==> config.mk <==
export PLATFORM = sky130hd
export DESIGN_NAME = mem_access_sequencer
export DESIGN_NICKNAME = d
export VERILOG_FILES = /design/src/rtl/rv32i_types_pkg.sv /design/src/rtl/mem_access_sequencer_load_extender.sv /design/src/rtl/mem_access_sequencer.sv
export SDC_FILE = /design/constraint.sdc
export NUM_CORES = 1
export LEC_CHECK = 0
export BUFFER_PORTS_ARGS = -buffer_cell sky130_fd_sc_hd__buf_2
export CAP_MARGIN = 10
export CORE_ASPECT_RATIO = 1.4
export CORE_MARGIN = 5
export CORE_UTILIZATION = 45
export DETAILED_ROUTE_END_ITERATION = 7
export PLACE_DENSITY = 0.77
export SYNTH_ARGS = -nofsm -noshare
export SYNTH_HDL_FRONTEND = slang
export SYNTH_SLANG_ARGS = --single-unit
==> constraint.sdc <==
create_clock -name CLK -period 2 [get_ports CLK]
set_input_delay 0.4 -clock CLK [delete_from_list [all_inputs] [get_ports CLK]]
set_output_delay 0.4 -clock CLK [all_outputs]
set_load 0.01 [all_outputs]
==> src/rtl/rv32i_types_pkg.sv <==
// Shared RV32I memory-path types: load/store encodings, sequencer states,
// and small helpers for access size, alignment, lane enables and store replication.
package rv32i_types_pkg;

    typedef enum logic [2:0] {
        LB  = 3'b000,
        LH  = 3'b001,
        LW  = 3'b010,
        LBU = 3'b100,
        LHU = 3'b101
    } load_t;

    typedef enum logic [1:0] {
        SW_BYTE = 2'b00,
        SW_HALF = 2'b01,
        SW_WORD = 2'b10
    } store_width_t;

    typedef enum logic [1:0] {
        MS_IDLE,
        MS_ACCESS,
        MS_DONE
    } mem_seq_state_t;

    // Access size is expressed with store_width_t for both directions; 2'b11 is treated as a word.
    function automatic store_width_t size_of_store(input logic [1:0] width);
        case (width)
            2'b00:   return SW_BYTE;
            2'b01:   return SW_HALF;
            default: return SW_WORD;
        endcase
    endfunction

    function automatic store_width_t size_of_load(input load_t lt);
        case (lt)
            LB, LBU: return SW_BYTE;
            LH, LHU: return SW_HALF;
            default: return SW_WORD;
        endcase
    endfunction

    function automatic logic is_aligned(input store_width_t size, input logic [1:0] lane);
        case (size)
            SW_BYTE: return 1'b1;
            SW_HALF: return ~lane[0];
            default: return (lane == 2'b00);
        endcase
    endfunction

    function automatic logic [3:0] byte_en_of(input store_width_t size, input logic [1:0] lane);
        case (size)
            SW_BYTE: return 4'b0001 << lane;
            SW_HALF: return 4'b0011 << lane;
            default: return 4'b1111;
        endcase
    endfunction

    function automatic logic [31:0] wdata_of(input store_width_t size, input logic [31:0] d);
        case (size)
            SW_BYTE: return {4{d[7:0]}};
            SW_HALF: return {2{d[15:0]}};
            default: return d;
        endcase
    endfunction

endpackage

==> src/rtl/mem_access_sequencer_load_extender.sv <==
// Selects the addressed byte/half of a bus read word and sign- or zero-extends it
// according to the load type; words pass straight through.
module load_extender
    import rv32i_types_pkg::*;
(
    input  logic [31:0] rdata,
    input  logic [1:0]  lane,
    input  load_t       load_type,
    output logic [31:0] result
);

    logic [7:0]  byte_sel;
    logic [15:0] half_sel;

    always_comb begin
        case (lane)
            2'd0:    byte_sel = rdata[7:0];
            2'd1:    byte_sel = rdata[15:8];
            2'd2:    byte_sel = rdata[23:16];
            default: byte_sel = rdata[31:24];
        endcase
        half_sel = lane[1] ? rdata[31:16] : rdata[15:0];

        case (load_type)
            LB:      result = {{24{byte_sel[7]}}, byte_sel};
            LBU:     result = {24'b0, byte_sel};
            LH:      result = {{16{half_sel[15]}}, half_sel};
            LHU:     result = {16'b0, half_sel};
            default: result = rdata;
        endcase
    end

endmodule

==> src/rtl/mem_access_sequencer.sv <==
// Runs one data-bus transaction per load/store, stalling the pipeline until the bus
// completes or times out, and returns the extended load result with a done pulse.
module mem_access_sequencer
    import rv32i_types_pkg::*;
#(
    parameter int unsigned BUS_TIMEOUT = 1024
) (
    input  logic        CLK,
    input  logic        nRST,
    input  logic        dren,
    input  logic        dwen,
    input  load_t       load_type,
    input  logic [1:0]  store_width,
    input  logic [31:0] addr,
    input  logic [31:0] store_data,
    input  logic [31:0] bus_rdata,
    input  logic        bus_busy,
    output logic [31:0] bus_addr,
    output logic [31:0] bus_wdata,
    output logic        bus_ren,
    output logic        bus_wen,
    output logic [3:0]  bus_byte_en,
    output logic        stall_mem,
    output logic [31:0] load_data,
    output logic        done,
    output logic        mal_l,
    output logic        mal_s,
    output logic        bus_err
);

    localparam int CNT_W = (BUS_TIMEOUT > 2) ? $clog2(BUS_TIMEOUT) : 1;
    localparam bit TO_EN = (BUS_TIMEOUT != 0);
    localparam logic [CNT_W-1:0] TO_LAST = CNT_W'((BUS_TIMEOUT == 0) ? 0 : BUS_TIMEOUT - 1);

    mem_seq_state_t    state_q, state_d;
    logic [31:0]       bus_addr_q, bus_addr_d;
    logic [31:0]       bus_wdata_q, bus_wdata_d;
    logic              bus_ren_q, bus_ren_d;
    logic              bus_wen_q, bus_wen_d;
    logic [3:0]        byte_en_q, byte_en_d;
    logic [31:0]       load_data_q, load_data_d;
    logic              done_q, done_d;
    logic              bus_err_q, bus_err_d;
    logic [1:0]        lane_q, lane_d;
    load_t             ld_type_q, ld_type_d;
    logic [CNT_W-1:0]  cnt_q, cnt_d;

    logic         req;
    logic         req_ok;
    store_width_t req_size;
    logic [31:0]  ext_result;

    load_extender u_load_extender (
        .rdata     (bus_rdata),
        .lane      (lane_q),
        .load_type (ld_type_q),
        .result    (ext_result)
    );

    // Store wins when both requests are raised, so the size comes from the store path.
    assign req      = dren | dwen;
    assign req_size = dwen ? size_of_store(store_width) : size_of_load(load_type);
    assign req_ok   = is_aligned(req_size, addr[1:0]);

    assign mal_l     = (state_q == MS_IDLE) & dren & ~dwen & ~req_ok;
    assign mal_s     = (state_q == MS_IDLE) & dwen & ~req_ok;
    assign stall_mem = ((state_q == MS_IDLE) & req & req_ok) | (state_q == MS_ACCESS);

    always_comb begin
        // NOTE: every _d starts from its _q so no path through the case leaves a signal unassigned (no latches).
        state_d     = state_q;
        bus_addr_d  = bus_addr_q;
        bus_wdata_d = bus_wdata_q;
        bus_ren_d   = bus_ren_q;
        bus_wen_d   = bus_wen_q;
        byte_en_d   = byte_en_q;
        load_data_d = load_data_q;
        lane_d      = lane_q;
        ld_type_d   = ld_type_q;
        cnt_d       = cnt_q;
        done_d      = 1'b0;
        bus_err_d   = 1'b0;

        case (state_q)
            MS_IDLE: begin
                if (req && req_ok) begin
                    bus_addr_d  = {addr[31:2], 2'b00};
                    bus_wdata_d = dwen ? wdata_of(req_size, store_data) : 32'b0;
                    byte_en_d   = byte_en_of(req_size, addr[1:0]);
                    bus_wen_d   = dwen;
                    bus_ren_d   = ~dwen;
                    lane_d      = addr[1:0];
                    ld_type_d   = load_type;
                    cnt_d       = '0;
                    state_d     = MS_ACCESS;
                end
            end
            MS_ACCESS: begin
                if (!bus_busy) begin
                    if (bus_ren_q) load_data_d = ext_result;
                    bus_ren_d = 1'b0;
                    bus_wen_d = 1'b0;
                    done_d    = 1'b1;
                    state_d   = MS_DONE;
                end else if (TO_EN && cnt_q == TO_LAST) begin
                    load_data_d = 32'b0;
                    bus_ren_d   = 1'b0;
                    bus_wen_d   = 1'b0;
                    bus_err_d   = 1'b1;
                    done_d      = 1'b1;
                    state_d     = MS_DONE;
                end else begin
                    cnt_d = cnt_q + 1'b1;
                end
            end
            // The pipeline advances at the end of DONE, so IDLE never re-sees this instruction.
            default: state_d = MS_IDLE;
        endcase
    end

    // NOTE: sequential state uses non-blocking assignments so all flops update together at the edge.
    always_ff @(posedge CLK or negedge nRST) begin
        if (!nRST) begin
            state_q     <= MS_IDLE;
            bus_addr_q  <= '0;
            bus_wdata_q <= '0;
            bus_ren_q   <= 1'b0;
            bus_wen_q   <= 1'b0;
            byte_en_q   <= '0;
            load_data_q <= '0;
            done_q      <= 1'b0;
            bus_err_q   <= 1'b0;
            lane_q      <= '0;
            ld_type_q   <= LB;
            cnt_q       <= '0;
        end else begin
            state_q     <= state_d;
            bus_addr_q  <= bus_addr_d;
            bus_wdata_q <= bus_wdata_d;
            bus_ren_q   <= bus_ren_d;
            bus_wen_q   <= bus_wen_d;
            byte_en_q   <= byte_en_d;
            load_data_q <= load_data_d;
            done_q      <= done_d;
            bus_err_q   <= bus_err_d;
            lane_q      <= lane_d;
            ld_type_q   <= ld_type_d;
            cnt_q       <= cnt_d;
        end
    end

    assign bus_addr    = bus_addr_q;
    assign bus_wdata   = bus_wdata_q;
    assign bus_ren     = bus_ren_q;
    assign bus_wen     = bus_wen_q;
    assign bus_byte_en = byte_en_q;
    assign load_data   = load_data_q;
    assign done        = done_q;
    assign bus_err     = bus_err_q;

endmodule
==> results by group <==
Synthesis
  – Dominant cell by count in the synthesized netlist: dfrtp_1
  – Yosys top cell by area: dfrtp_1
  – Mapped Area: 0.005781 sq mm
  – Syn. warnings: 0
  – Post-synthesis cell type count: 60
  – Commonest cells in the netlist: 119 x dfrtp_1, 53 x mux2_2, 27 x a21oi_1
  – Fraction of registers with async set/reset: 100.0%
  – Top cells by area, synth: dfrtp_1 52%, mux2_2 10%, o2bb2ai_1 3.5%, mux2i_1 3.3%, a221o_1 3.1%
  – Post-synthesis sequential area ratio: 51.52%
  – Post-synth EDFFs: 0
  – Yosys top cell area share: 51.52%
  – Synth Register Bits: 119
  – Mean Syn Cell Area: 11.94 sq um
  – Main synth FF type: dfrtp_1
  – Mapped Cells: 484

Clock network
  – Clock slew at reported path FFs: 60 ps
  – CTS tree: done
  – Sink Count: 119
  – CTS Buf Count: 17
  – H-tree depth: 4
  – Clock tree buffer depth: 2
  – Later-pin clock latency in the skew report: 410 ps
  – Root buf cell: clkbuf_16

Worst setup path
  – Crit. End Element: output port
  – Crit path max fanout: 3
  – Setup CP Type: reg2out
  – Worst EP required: 1600 ps
  – CP Launch Type: flip-flop
  – Arrival time at the worst endpoint: 1720 ps

Routing
  – Antenna viol nets, final: 0
  – Initial drt markers: 251
  – Vias per cell: 5.756
  – Pre-antenna DRT Iters: 4
  – Post-DR wirelength/cell: 19.69 microns
  – Residual DRC: 0
  – Drt total wl: 17.92 mm
  – Via count: 5238

Final layout
  – Finished Layout Cells: 910
  – Fin nets: 851
  – Final design utilization: 63.70%
  – Layout area overhead: 40.52%
  – N_diodes: 0
  – Share of cells above drive strength 1: 51.78%

Global routing
  – Largest net degree at the start of global routing: 60
  – Initial antenna violation count: 0
  – Vias in the first global route: 5628
  – GRT Resource Usage Total: 23.98%
  – Gr ovfl total: 0
  – First-pass GRT wire length: 28.79 mm

Place
  – Pre-CTS setup slack: -340.7 ps
  – Hpwl dp: 13.30 mm
  – Placed Cells: 867
  – Port bufs: 210
  – Routability cong.: 0.9272

Pwr
  – Peak VDD IR: 0.0009887 V
  – Pleak: 4.056 nW
  – PwrDens: 1482 mW/mm^2
  – Final Power: 12.04 mW

Timing
  – Max-slew violation count: 0
  – Final hold vios: 0
  – Skew final: 9.029 ps
  – Post-route setup TNS: -124.8 ps
  – Final Cycle Share: 106.0%
  – Slew margin rel.: 55.43%
  – Maximum operating frequency: 471.7 MHz
  – Setup Viol. Count Final: 3
  – Worst Max-Slew Pin Slew: 667.0 ps
  – Period minus WS final: 2120 ps
  – RSZ-0062 raised after global routing: true
  – Final worst slack: -119.8 ps

Floorplanning
  – CORE AREA: 0.01275 sq mm
  – # IOs: 213
  – Initial Utilization: 45.33%
  – Die height: 144.1 microns
  – Die ar.: 0.01524 sq mm
  – Die X: 105.8 microns
  – Num rows: 49

Status
  – Failing checks: negative setup slack
  – Status: finished with violations

Worst hold path
  – Worst Hold Class: in2reg

Job
  – MaxCap Viol Count: 0
what timing repair did:
action / in CTS / in global routing
setup endpoints to repair: 50 / 50
pin swaps: 7 / 2
gates cloned: 1 / 1
setup buffers: 6 / 2
gates resized for setup: 10 / 6
endpoints found under the hold margin: 27 / 0
hold buffers: 1 / 0
routing by layer:
layer / global-route usage, % / vias up / part of all wire, %
met5: 0 / - / 0
met4: 11.53 / 0 / 3.9
met1: 26.40 / 2562 / 36
met2: 41.20 / 281 / 50
met3: 8.799 / 46 / 9.8
li1: - / 2349 / -
power breakdown:
group / switching [mW] / internal (mW) / leakage, nW
combinational: 2.38 / 2.52 / 2.28
sequential: 0.675 / 3.46 / 1.50
clock: 1.24 / 1.76 / 0.282
placed cells by master, fill, tap and decap left out, types with 7 or more instances in the layout:
cell / instances
a21oi_1: 26
nor3_1: 7
inv_1: 24
buf_2: 208
mux2i_1: 19
a221o_1: 18
nand2_1: 7
a21o_1: 8
a22o_1: 11
o2bb2ai_1: 21
buf_12: 8
mux2_4: 7
o22ai_1: 13
clkbuf_16: 18
buf_4: 56
nor2_1: 15
nor2b_1: 7
dfrtp_1: 119
mux2_2: 52
o21ai_0: 11
stage by stage:
stage | hold WS (ps) | area, sq um
after floorplan | 104.4 | 5836
after global placement | 351.5 | 7322
after detailed placement | 359.6 | 7322
after CTS | 201.6 | 8030
after global routing | 195.4 | 8123
final | 213.5 | 8123
registers in the layout, summed over array words and instances (netlist names):
signal / flops
cnt_q: 10
done: 1
bus_byte_en: 4
bus_err: 1
bus_wen: 1
bus_addr: 30
state_q: 2
lane_q: 2
bus_wdata: 32
load_data: 32
ld_type_q: 3
bus_ren: 1
worst max-delay path, cell delays in order, from the launching register on:
cell	delay (ps)
dfrtp_1	380
or2_4	290
a2111oi_4	230
buf_4	190
nor3_4	50
inv_1	80
buf_6	100
final cells by class:
type	instances	area, sq um
fill	968	4629
sequential	119	2978
multi-input combinational	305	2574
timing repair buffer	277	1707
clock buffer	17	425.4
tap	153	191.4
clock inverter	15	157.7
inverter	24	90.09
worst paths after layout:
| check | endpoint | start | depth (start not counted) | slack (ps) |
|---|---|---|---|---|
| worst max-delay path | stall_mem | state_q[0]$_DFFE_PN0P_ | 6 | -120 |
| worst max register to register | load_data[27]$_DFFE_PN0P_ | cnt_q[0]$_DFFE_PN0P_ | 6 | 0 |
| min in group asynchronous | load_data[5]$_DFFE_PN0P_ | nRST | 2 | 470 |
| worst min register to register | bus_byte_en[0]$_DFFE_PN0P_ | bus_byte_en[0]$_DFFE_PN0P_ | 1 | 480 |
| max in group asynchronous | bus_addr[3]$_DFFE_PN0P_ | nRST | 3 | 890 |
| worst min-delay path | bus_addr[8]$_DFFE_PN0P_ | addr[8] | 2 | 210 |
cells by family after synthesis:
logic type / Yosys count / share of synthesized area [%]
mux: 80 / 15.89
flops: 119 / 51.52
compound gates: 143 / 18.77
simple gates: 79 / 8.052
buf+inv: 61 / 5.498
other cells: 1 / 0.06487
fa+ha+maj: 1 / 0.2164
Note: power is estimated with default switching activity, not from simulation.
